==> src/rtl/pulse_sync_pkg.sv <==
// Shared types and defaults for the pulse pacer / toggle synchroniser pair.
// Holds the pacer FSM encoding and the parameter defaults used by every file.
package pulse_sync_pkg;

    typedef enum logic [1:0] {
        ST_IDLE      = 2'd0,
        ST_FIRE      = 2'd1,
        ST_WAIT_BUSY = 2'd2,
        ST_WAIT_IDLE = 2'd3
    } pacer_state_e;

    localparam int unsigned CNT_W_DEF     = 4;
    localparam int unsigned GUARD_CYC_DEF = 4;

    // Width needed to hold GUARD_CYC-1; never narrower than one bit.
    function automatic int unsigned guard_w(input int unsigned cyc);
        return (cyc > 1) ? $clog2(cyc) : 1;
    endfunction

endpackage

==> src/rtl/pulse_event_pacer_if.sv <==
// Event-in / pulse-out bundle between the pacer and its environment.
// The master side drives events, busy and clear; the slave side is the pacer.
interface pulse_event_pacer_if #(
    parameter int unsigned CNT_W = pulse_sync_pkg::CNT_W_DEF
) ();

    logic             ev_i;
    logic             busy_i;
    logic             clr_ovf_i;
    logic             pulse_o;
    logic [CNT_W-1:0] pending_o;
    logic             ovf_o;
    logic             idle_o;

    modport master (
        output ev_i,
        output busy_i,
        output clr_ovf_i,
        input  pulse_o,
        input  pending_o,
        input  ovf_o,
        input  idle_o
    );

    modport slave (
        input  ev_i,
        input  busy_i,
        input  clr_ovf_i,
        output pulse_o,
        output pending_o,
        output ovf_o,
        output idle_o
    );

endinterface

==> src/rtl/pulse_event_pacer_sat_updown_cnt.sv <==
// Saturating up/down counter; 1-cycle update; an increment at all-ones with no
// decrement is refused and reported on drop in the same cycle.
module sat_updown_cnt #(
    parameter int unsigned W = 4
) (
    input  logic         clk_a,
    input  logic         rst_a,
    input  logic         inc,
    input  logic         dec,
    output logic [W-1:0] cnt,
    output logic         full,
    output logic         drop
);

    logic [W-1:0] cnt_q;
    logic [W-1:0] cnt_d;

    assign full = &cnt_q;
    assign drop = inc & ~dec & full;
    assign cnt  = cnt_q;

    always_comb begin
        cnt_d = cnt_q;
        if (inc && !dec) begin
            if (!full) begin
                cnt_d = cnt_q + W'(1);
            end
        end else if (dec && !inc) begin
            cnt_d = cnt_q - W'(1);
        end
    end

    always_ff @(posedge clk_a) begin
        if (rst_a) begin
            cnt_q <= '0;
        end else begin
            cnt_q <= cnt_d;
        end
    end

endmodule

==> src/rtl/pulse_event_pacer.sv <==
// Queues bursty event strobes and replays them as isolated one-cycle pulses.
// Latency: event at edge N gives pulse in cycle N+1..N+2; waits on busy_i.
module pulse_event_pacer
    import pulse_sync_pkg::*;
#(
    parameter int unsigned CNT_W     = CNT_W_DEF,
    parameter int unsigned GUARD_CYC = GUARD_CYC_DEF
) (
    input  logic               clk_a,
    input  logic               rst_a,
    pulse_event_pacer_if.slave bus
);

    localparam int unsigned     GW         = guard_w(GUARD_CYC);
    localparam logic [GW-1:0]   GUARD_LOAD = GW'(GUARD_CYC - 1);

    pacer_state_e     state_q;
    pacer_state_e     state_d;
    logic [GW-1:0]    guard_q;
    logic [GW-1:0]    guard_d;
    logic             pulse_q;
    logic             pulse_d;
    logic             ovf_q;
    logic             ovf_d;

    logic             fire;
    logic [CNT_W-1:0] pending;
    logic             cnt_full;
    logic             cnt_drop;

    assign fire = (state_q == ST_FIRE);

    sat_updown_cnt #(
        .W (CNT_W)
    ) u_pending (
        .clk_a (clk_a),
        .rst_a (rst_a),
        .inc   (bus.ev_i),
        .dec   (fire),
        .cnt   (pending),
        .full  (cnt_full),
        .drop  (cnt_drop)
    );

    always_comb begin
        state_d = state_q;
        guard_d = guard_q;
        case (state_q)
            ST_IDLE: begin
                if ((pending != '0) && !bus.busy_i) begin
                    state_d = ST_FIRE;
                end
            end
            ST_FIRE: begin
                state_d = ST_WAIT_BUSY;
                guard_d = GUARD_LOAD;
            end
            ST_WAIT_BUSY: begin
                // A synchroniser that never answers must not stall the queue.
                if (bus.busy_i) begin
                    state_d = ST_WAIT_IDLE;
                end else if (guard_q == '0) begin
                    state_d = ST_IDLE;
                end else begin
                    guard_d = guard_q - GW'(1);
                end
            end
            ST_WAIT_IDLE: begin
                if (!bus.busy_i) begin
                    state_d = ST_IDLE;
                end
            end
            default: begin
                state_d = ST_IDLE;
            end
        endcase
    end

    always_comb begin
        pulse_d = (state_d == ST_FIRE);
        ovf_d   = ovf_q;
        // A fresh drop outranks a clear arriving in the same cycle.
        if (cnt_drop) begin
            ovf_d = 1'b1;
        end else if (bus.clr_ovf_i) begin
            ovf_d = 1'b0;
        end
    end

    always_ff @(posedge clk_a) begin
        if (rst_a) begin
            state_q <= ST_IDLE;
            guard_q <= '0;
            pulse_q <= 1'b0;
            ovf_q   <= 1'b0;
        end else begin
            state_q <= state_d;
            guard_q <= guard_d;
            pulse_q <= pulse_d;
            ovf_q   <= ovf_d;
        end
    end

    assign bus.pulse_o   = pulse_q;
    assign bus.pending_o = pending;
    assign bus.ovf_o     = ovf_q;
    assign bus.idle_o    = (state_q == ST_IDLE) && (pending == '0);

endmodule

==> src/flat_wrapper.sv <==
// flat-port wrapper written by rule: the top's interface ports become plain ports
module pulse_event_pacer_flat import pulse_sync_pkg::*;
#(
    parameter int unsigned CNT_W     = CNT_W_DEF,
    parameter int unsigned GUARD_CYC = GUARD_CYC_DEF
)
  (clk_a, rst_a, bus_ev_i, bus_busy_i, bus_clr_ovf_i, bus_pulse_o, bus_pending_o, bus_ovf_o, bus_idle_o);
  pulse_event_pacer_if #(.CNT_W(CNT_W)) bus_i ();
  input  logic clk_a;
  input  logic rst_a;
  input wire logic [$bits(bus_i.ev_i)-1:0] bus_ev_i;
  input wire logic [$bits(bus_i.busy_i)-1:0] bus_busy_i;
  input wire logic [$bits(bus_i.clr_ovf_i)-1:0] bus_clr_ovf_i;
  output wire logic [$bits(bus_i.pulse_o)-1:0] bus_pulse_o;
  output wire logic [$bits(bus_i.pending_o)-1:0] bus_pending_o;
  output wire logic [$bits(bus_i.ovf_o)-1:0] bus_ovf_o;
  output wire logic [$bits(bus_i.idle_o)-1:0] bus_idle_o;
  assign bus_i.ev_i = bus_ev_i;
  assign bus_i.busy_i = bus_busy_i;
  assign bus_i.clr_ovf_i = bus_clr_ovf_i;
  assign bus_pulse_o = bus_i.pulse_o;
  assign bus_pending_o = bus_i.pending_o;
  assign bus_ovf_o = bus_i.ovf_o;
  assign bus_idle_o = bus_i.idle_o;
  pulse_event_pacer #(.CNT_W(CNT_W), .GUARD_CYC(GUARD_CYC)) u_core (.clk_a(clk_a), .rst_a(rst_a), .bus(bus_i));
endmodule
==> config.mk <==
export PLATFORM = sky130hd
export DESIGN_NAME = pulse_event_pacer_flat
export DESIGN_NICKNAME = d
export VERILOG_FILES = /design/src/rtl/pulse_sync_pkg.sv /design/src/rtl/pulse_event_pacer_if.sv /design/src/rtl/pulse_event_pacer_sat_updown_cnt.sv /design/src/rtl/pulse_event_pacer.sv /design/src/flat_wrapper.sv
export SDC_FILE = /design/constraint.sdc
export NUM_CORES = 1
export LEC_CHECK = 0
export CORE_AREA = 2 2 39 41
export CTS_CLUSTER_DIAMETER = 40
export DETAILED_ROUTE_END_ITERATION = 10
export DIE_AREA = 0 0 41 43
export PLACE_DENSITY = 0.75
export SYNTH_ARGS = -nofsm -noshare
export SYNTH_HDL_FRONTEND = slang
export SYNTH_SLANG_ARGS = --single-unit
==> constraint.sdc <==
create_clock -name clk_a -period 2.1 [get_ports clk_a]
set_input_delay 0.21 -clock clk_a [delete_from_list [all_inputs] [get_ports clk_a]]
set_output_delay 0.21 -clock clk_a [all_outputs]
set_load 0.01 [all_outputs]
==> results of run 1 <==
[worst max-delay path, stage by stage, from the launching register on]
cell             delay (ns)
dfxtp_1                0.41
nor4_4                 0.34
nor3b_2                0.22
clkdlybuf4s50_1        0.55
[where the power goes]
| part | switching (µW) | leakage (µW) | internal [µW] |
|---|---|---|---|
| clock | 65.4 | 0.0000210 | 105 |
| sequential | 66.2 | 0.0000821 | 234 |
| combinational | 152 | 0.000205 | 209 |
[timing repair]
action                                  CTS  global route
gates cloned                              0             0
endpoints found under the hold margin     0             0
gates resized for setup                   1             2
endpoints found under the setup margin    1             1
[synthesized netlist by cell type (2+ instances only)]
cell type and number:
a21oi_1 5, clkbuf_1 2, dfxtp_1 10, ha_1 3, inv_1 4, nor2_1 9, nor2b_1 2, nor3_1 4
nor4_1 2, o21ai_0 3
[worst paths after layout]
path | startpoint | endpoint | slack [ns] | cells after the start
setup / recovery | u_core.u_pending.cnt[0]$_SDFFE_PP0P_ | bus_idle_o | 0.11 | 3
hold / removal | u_core.bus.ovf_o$_SDFFE_PP0P_ | u_core.bus.ovf_o$_SDFFE_PP0P_ | 0.50 | 2
setup reg to reg | u_core.state_q[0]$_SDFF_PP0_ | u_core.u_pending.cnt[3]$_SDFFE_PP0P_ | 0.17 | 7
hold reg to reg | u_core.bus.ovf_o$_SDFFE_PP0P_ | u_core.bus.ovf_o$_SDFFE_PP0P_ | 0.50 | 2
[stage by stage]
stage               hold slack, ns  std cells
finish                       0.498         95
global route                 0.523         95
CTS                          0.500         95
floorplan                    0.355         65
detailed placement           0.481         91
global placement             0.476         91
[sequential cells by signal (all words and copies together), names as in the netlist]
| name | flops |
|---|---|
| u_core.u_pending.cnt | 4 |
| u_core.guard_q | 2 |
| u_core.bus.ovf_o | 1 |
| u_core.state_q | 2 |
| u_core.bus.pulse_o | 1 |
[layout make-up]
type	count	share of cell area
well taps	16	0.0268
clock buffers	4	0.0487
inverters	4	0.0201
flip-flops and latches	10	0.268
multi-input cells	48	0.468
repair buffers	13	0.168
[routing by layer]
metal  vias to the layer above  track usage  share of wire
met2                        14        0.206           0.46
met4                         0       0.0800          0.013
met1                       225        0.189           0.48
li1                        263            -              -
met5                         -            0              0
met3                         2       0.0314          0.045
[kinds of logic (layout without fill, tap and decap cells)]
family                     Yosys count  count (layout)  share of synthesized area
DFF                                 10              10                      0.356
xor gates and xnor gates             1               1                     0.0156
AOI/OAI and AO/OA                   15              15                      0.164
buffers and inverters                7              21                     0.0600
and+or+nand+nor                     26              26                      0.264
adders and majority gates            4               4                      0.102
muxes                                2               2                     0.0378
==> flow_summary_export.csv, run 1 <==
group,metric,value,unit
global_routing,grt_max_degree,13,
route,vias_per_cell,5.31,
placement,pre_cts_slack,0.00169,ns
pwr,ir_drop,0.433,mV
sta,layout_setup_ws,0.109,ns
sta,worst_pin_slew,0.421,ns
yosys,synth_async_sr_flop_share,0,
route,vias,504,
placement,postPlaceCellArea,689,µm²
placement,dpl.hpwl,760,µm
yosys,synth_edf_count,0,
worst_setup_path,path_max_fanout,7,
yosys,synth_cells,65,
yosys,seq_area_frac_synth,0.356,
route,wire_per_inst,11.0,µm
placement,port_buffers,11,
clock_tree,insertion_delay,0.26,ns
floorplanning,die_w,41,µm
global_routing,grt_usage,0.143,
clock_tree,clkSinkCount,10,
layout,postLayoutCellArea,746,µm²
clock_tree,post-cts-setup-buffers,0,
sta,hold_viol_final,0,
layout,antenna_cells,0,
route,wl,1050,µm
status,status,"completed",
yosys,ys_types,31,
clock_tree,cts_root_buffer,"clkbuf_4",
route,drc_errors,0,
yosys,syn_area,563,µm²
floorplanning,row_count,14,
sta,finalSetupViolCount,0,
route,ant_nets,0,
yosys,syn_nets,74,
worst_setup_path,critPathKind,"reg -> out",
worst_setup_path,end_kind,"primary output",
clock_tree,postCtsHoldBufs,0,
clock_tree,htree_levels,1,
floorplanning,io-pin-count,12,
layout,final_common_cell,"clkdlybuf4s50_1",
sta,clock_skew,0.00197,ns
layout,seq_area,200,µm²
layout,nets,89,
layout,final_cell_mix,"clkdlybuf4s50_1, dfxtp_1, nor2_1, a21oi_1",
sta,fmax,502,MHz
layout,drive_above_1_share,0.139,
worst_setup_path,crit_required,1.89,ns
layout,fill_cells,141,
floorplanning,coreArea,1380,µm²
worst_setup_path,arrival,1.78,ns
floorplanning,initial_core_util,0.407,
yosys,ys.flop_type,"dfxtp_1",
clock_tree,numCtsBuffers,3,
layout,final_util,0.539,
yosys,synth_warnings,0,
layout,syn2layout_area_growth,32.4,%
sta,rsz0062_at_grt,"no",
worst_setup_path,crit_path_start_kind,"flip-flop",
sta,setup-tns-final,0,ns
global_routing,grt_first_pass_wirelength,1740,µm
yosys,synth_area_leaders,"dfxtp_1, ha_1, nor2_1",
sta,finalCriticalPeriod,1.99,ns
route,dr.pass1.iters,4,
clock_tree,path_clk_slew,0.07,ns
global_routing,grt_pass1_vias,450,
pwr,p_leak,0.000309,µW
yosys,yosysTopAreaCellShare,0.356,
placement,place_congestion,0.696,
route,initialDrtViolationCount,10,
yosys,synth_seq_cells,10,
yosys,syn_avg_cell_area,8.66,µm²
floorplanning,die_h,43,µm
clock_tree,clockBufferDepth,2,
layout,multi_input_area,349,µm²
global_routing,antenna_found_initial,0,
pwr,finalPower,832,µW
sta,max_slew_margin,0.719,
sta,finalCritPeriodShare,0.948,
pwr,power.density,1120,nW/µm²
clock_tree,tritoncts,"built",
global_routing,overflow,0,
floorplanning,dieArea,1760,µm²
sta,maxSlewViolCount,0,
yosys,yosysTopAreaCell,"dfxtp_1",
min_path,hp-class,"reg -> reg",
run,cap_violations,0,
No activity file was read; power rests on OpenSTA's default activity.
==> run 2, diff against run 1 <==
==> constraint.sdc (replaced) <==
create_clock -name clk_a -period 2.5 [get_ports clk_a]
set_input_delay 0.25 -clock clk_a [delete_from_list [all_inputs] [get_ports clk_a]]
set_output_delay 0.25 -clock clk_a [all_outputs]
set_load 0.01 [all_outputs]
==> flow_summary_export.csv, run 2 (synthesis results as in run 1) <==
group,metric,value,unit
status,status,"completed",
floorplanning,die_w,41,µm
sta,fmax,463,MHz
sta,layout_setup_ws,0.340,ns
global_routing,overflow,0,
worst_setup_path,path_max_fanout,7,
run,cap_violations,0,
worst_setup_path,end_kind,"primary output",
worst_setup_path,crit_path_start_kind,"flip-flop",
pwr,power.density,951,nW/µm²
worst_setup_path,ff2ff_setup_slack,0.34,ns
layout,drive_above_1_share,0.0909,
floorplanning,coreArea,1380,µm²
clock_tree,clockBufferDepth,2,
route,dr_wl_met2,578,µm
placement,dpl.hpwl,846,µm
worst_setup_path,arrival,1.91,ns
floorplanning,row_count,14,
clock_tree,path_clk_slew,0.07,ns
sta,max_slew_margin,0.697,
worst_setup_path,critPathKind,"reg -> out",
route,ant_nets,0,
placement,port_buffers,11,
route,highest_layer,"met3",
placement,place_congestion,0.689,
sta,finalCriticalPeriod,2.16,ns
global_routing,grt_first_pass_wirelength,1870,µm
sta,maxSlewViolCount,0,
clock_tree,insertion_delay,0.26,ns
sta,setup-tns-final,0,ns
clock_tree,post-cts-setup-buffers,0,
route,vias_per_cell,5.34,
layout,fin_cells,93,
layout,nets,87,
sta,rsz0062_at_grt,"no",
worst_setup_path,crit_slowest_cell,"clkdlybuf4s50_1",
layout,seq_area,200,µm²
sta,finalSetupViolCount,0,
route,initialDrtViolationCount,19,
route,dr.pass1.iters,4,
pwr,p_leak,0.000291,µW
layout,syn2layout_area_growth,26.2,%
floorplanning,dieArea,1760,µm²
floorplanning,die_h,43,µm
clock_tree,postCtsHoldBufs,0,
pwr,ir_drop,0.374,mV
worst_setup_path,crit_required,2.25,ns
layout,multi_input_area,329,µm²
floorplanning,initial_core_util,0.407,
layout,fill_cells,131,
layout,largest_register_ffs,4,
global_routing,antenna_found_initial,0,
sta,hold_viol_final,0,
clock_tree,cts_root_buffer,"clkbuf_4",
global_routing,grt_max_degree,13,
placement,pre_cts_slack,0.269,ns
clock_tree,clkSinkCount,10,
global_routing,grt_usage,0.150,
placement,dp.cells,89,
layout,final_cell_mix,"clkdlybuf4s50_1, dfxtp_1, nor2_1, a21oi_1",
clock_tree,htree_levels,1,
sta,clock_skew,0.00602,ns
global_routing,grt_pass1_vias,446,
sta,finalCritPeriodShare,0.864,
worst_setup_path,worstPathCellList,"nor4_1 -> nor3b_1 -> clkdlybuf4s50_1",
clock_tree,numCtsBuffers,3,
floorplanning,io-pin-count,12,
route,wire_per_inst,12.3,µm
route,wl,1140,µm
clock_tree,cts_resized,0,
clock_tree,tritoncts,"built",
worst_setup_path,cpPeakStageDelay,0.57,ns
layout,antenna_cells,0,
layout,final_common_cell,"clkdlybuf4s50_1",
route,wl_met3,35,µm
route,drt-met1-wl,530,µm
min_path,hp-class,"reg -> reg",
sta,worst_pin_slew,0.454,ns
route,drc_errors,0,
route,vias,497,
## run 2: cell types whose count changed in the layout (fill, tap and decap cells not counted)
cell,change
nor4_4,-1
nor4_1,+1
buf_4,-2
nor3b_2,-1
nor3b_1,+1
## run 2: worst max-delay path: cells and delay by family, from the launching register on
family | cells | cell delay [ns]
simple gates | 2 | 0.69
flops | 1 | 0.39
buf+inv | 1 | 0.57
## run 2: path summary, 6_finish.rpt
check,start,cells after the start,end
hold / removal,u_core.bus.ovf_o$_SDFFE_PP0P_,2,u_core.bus.ovf_o$_SDFFE_PP0P_
setup reg to reg,u_core.state_q[1]$_SDFF_PP0_,7,u_core.u_pending.cnt[3]$_SDFFE_PP0P_
setup / recovery,u_core.u_pending.cnt[0]$_SDFFE_PP0P_,3,bus_idle_o
hold reg to reg,u_core.bus.ovf_o$_SDFFE_PP0P_,2,u_core.bus.ovf_o$_SDFFE_PP0P_
## run 2: area by class of cell
cell class | instances | share of cell area
clock buffer | 4 | 0.0511
inverter | 4 | 0.0211
multi-input combinational | 48 | 0.463
sequential | 10 | 0.282
tap | 16 | 0.0282
timing repair buffer | 11 | 0.155
## run 2: power breakdown
| group | internal, µW | switching (µW) | leakage (µW) |
|---|---|---|---|
| combinational | 158 | 126 | 0.000188 |
| sequential | 197 | 51.2 | 0.0000821 |
| clock | 88.2 | 55.8 | 0.0000210 |
| total | 443 | 233 | 0.000291 |
## run 2: routing by layer
metal  GRT usage  vias up
met5           0        -
met4      0.0400        0
met3      0.0314        0
met2       0.241       11
met1       0.196      227
li1            -      259
## run 2: per-stage QoR
stage | hold WS (ns) | cell area, µm² | total power [µW] | util
6_report | 0.498 | 711 | 676 | 0.514
5_1_grt | 0.510 | 711 | 726 | 0.514
4_1_cts | 0.500 | 711 | 680 | 0.514
3_5_place_dp | 0.480 | 674 | 535 | 0.487
3_3_place_gp | 0.481 | 674 | 522 | 0.487
2_1_floorplan | 0.395 | 563 | 431 | -
==> RTL change, RTL diff (settings of run 2) <==
`CNT_W_DEF`: 4 -> 6.
--- a/src/rtl/pulse_sync_pkg.sv
+++ b/src/rtl/pulse_sync_pkg.sv
@@ -11,3 +11,3 @@
 
-    localparam int unsigned CNT_W_DEF     = 4;
+    localparam int unsigned CNT_W_DEF     = 6;
     localparam int unsigned GUARD_CYC_DEF = 4;
Interface: changed (resized bus_pending_o); port bits go from 12 to 14. The function was not compared with the original's and may differ.
==> RTL change against run 2 <==
  * First-iteration DRC count shrank 95%
  * Combinational power grew 130%
  * Sequential cell count grew 2
  * Total power grew 73%
  * Cell area grew 27%
  * Critical path depth grew 1
  * Non-clock buffer count grew 4
  * Clock power grew 11%
  * Worst setup slack lost 0.14 ns
  * Wire length grew 24%
  * Area after synthesis grew 27%
  * Clock skew shrank 0.0047 ns
  * Largest cell class unchanged
  * Largest power group unchanged
==> RTL change: results (changes against run 2) <==
Status = finished clean
Leak Pwr = 0.372 nW (+28%)
PortBufs = 13 (+2)
First-pass GRT wire length = 2220 µm (+19%)
R2R cell count = 8 (+1)
Starting DRT DRC Count = 1 (-18)
Post-synthesis xor/xnor area fraction = 0.0490 (+0.0335)
HP Start = u_core.guard_q[1]$_SDFFE_PP0P_
Mapped Avg Cell Area = 9.40 µm² (+8.5%)
Worst Clk Skew = 0.00128 ns (-0.00474 ns)
Nets = 105 (+21%)
Reg2Reg Setup Slack = 0.36 ns (+0.02 ns)
Adder-Cell Fraction of Synth Area = 0.116 (+0.0134)
Arrival time worst endpoint = 2.05 ns (+0.14 ns)
Via count = 607 (+22%)
Seq/Total Area, Yosys = 0.336 (-0.0193)
Drt via density = 5.57 (+4.2%)
List of most frequent post-synthesis cells = 12 x dfxtp_1, 9 x nor2_1, 6 x a21oi_1
Complex-gate fraction of the synthesized area = 0.184 (+0.0194)
Vias in the first global route = 561 (+26%)
WHS Endpoint = u_core.guard_q[1]$_SDFFE_PP0P_
Filler cell count = 133 (+1.5%)
Period utilization = 0.918 (+0.0542)
Mapped Nets = 87 (+18%)
Drt first pass iters = 2 (-2)
Worst R2R End = u_core.u_pending.cnt[5]$_SDFFE_PP0P_
Total wire length = 1420 µm (+24%)
[RTL change: cells by family after synthesis]
logic type / count (synthesis)
simple gates: 25
compound gates: 18
flops: 12
mux: 6
fa+ha+maj: 6
buf+inv: 5
xor+xnor: 4
[RTL change: cell type report]
cell class	count	area [µm²]	share of cell area
Multi-Input combinational cell	59	452	0.499
Clock buffer	4	36.3	0.0401
Timing Repair Buffer	15	145	0.160
Tap cell	16	20.0	0.0221
Sequential cell	12	240	0.266
Inverter	3	11.3	0.0124
[RTL change: per-layer routing]
metal,track usage,share of wire
met1,0.220,0.46
met2,0.313,0.49
met3,0.0314,0.029
met4,0.120,0.029
met5,0,0
[RTL change: how the worst max path moves through the flow]
stage	endpoint	cells past startpoint
CTS	bus_idle_o	4
global route	bus_idle_o	4
finish	bus_idle_o	4
global placement	u_core.u_pending.cnt[5]$_SDFFE_PP0P_	8
detailed placement	u_core.u_pending.cnt[5]$_SDFFE_PP0P_	8
floorplan	u_core.u_pending.cnt[5]$_SDFFE_PP0P_	8
[RTL change: through the flow]
stage / hold WS (ns) / utilization
final: 0.511 / 0.654
after global routing: 0.540 / 0.654
after CTS: 0.520 / 0.654
after detailed placement: 0.510 / 0.627
after global placement: 0.489 / 0.627
after floorplan: 0.322 / -
[RTL change: where the power goes]
part / internal [mW] / leakage [nW] / switching, mW / total (mW)
Clock: 0.0888 / 0.0210 / 0.0716 / 0.160
Sequential: 0.261 / 0.0988 / 0.0838 / 0.344
Combinational: 0.368 / 0.252 / 0.299 / 0.667
Total: 0.718 / 0.372 / 0.454 / 1.17
[RTL change: critical path: stages (launching register included)]
cell and delay (ns):
dfxtp_1 0.36, or4_1 0.54, nor3_2 0.14, nor3b_2 0.17, clkdlybuf4s50_1 0.55
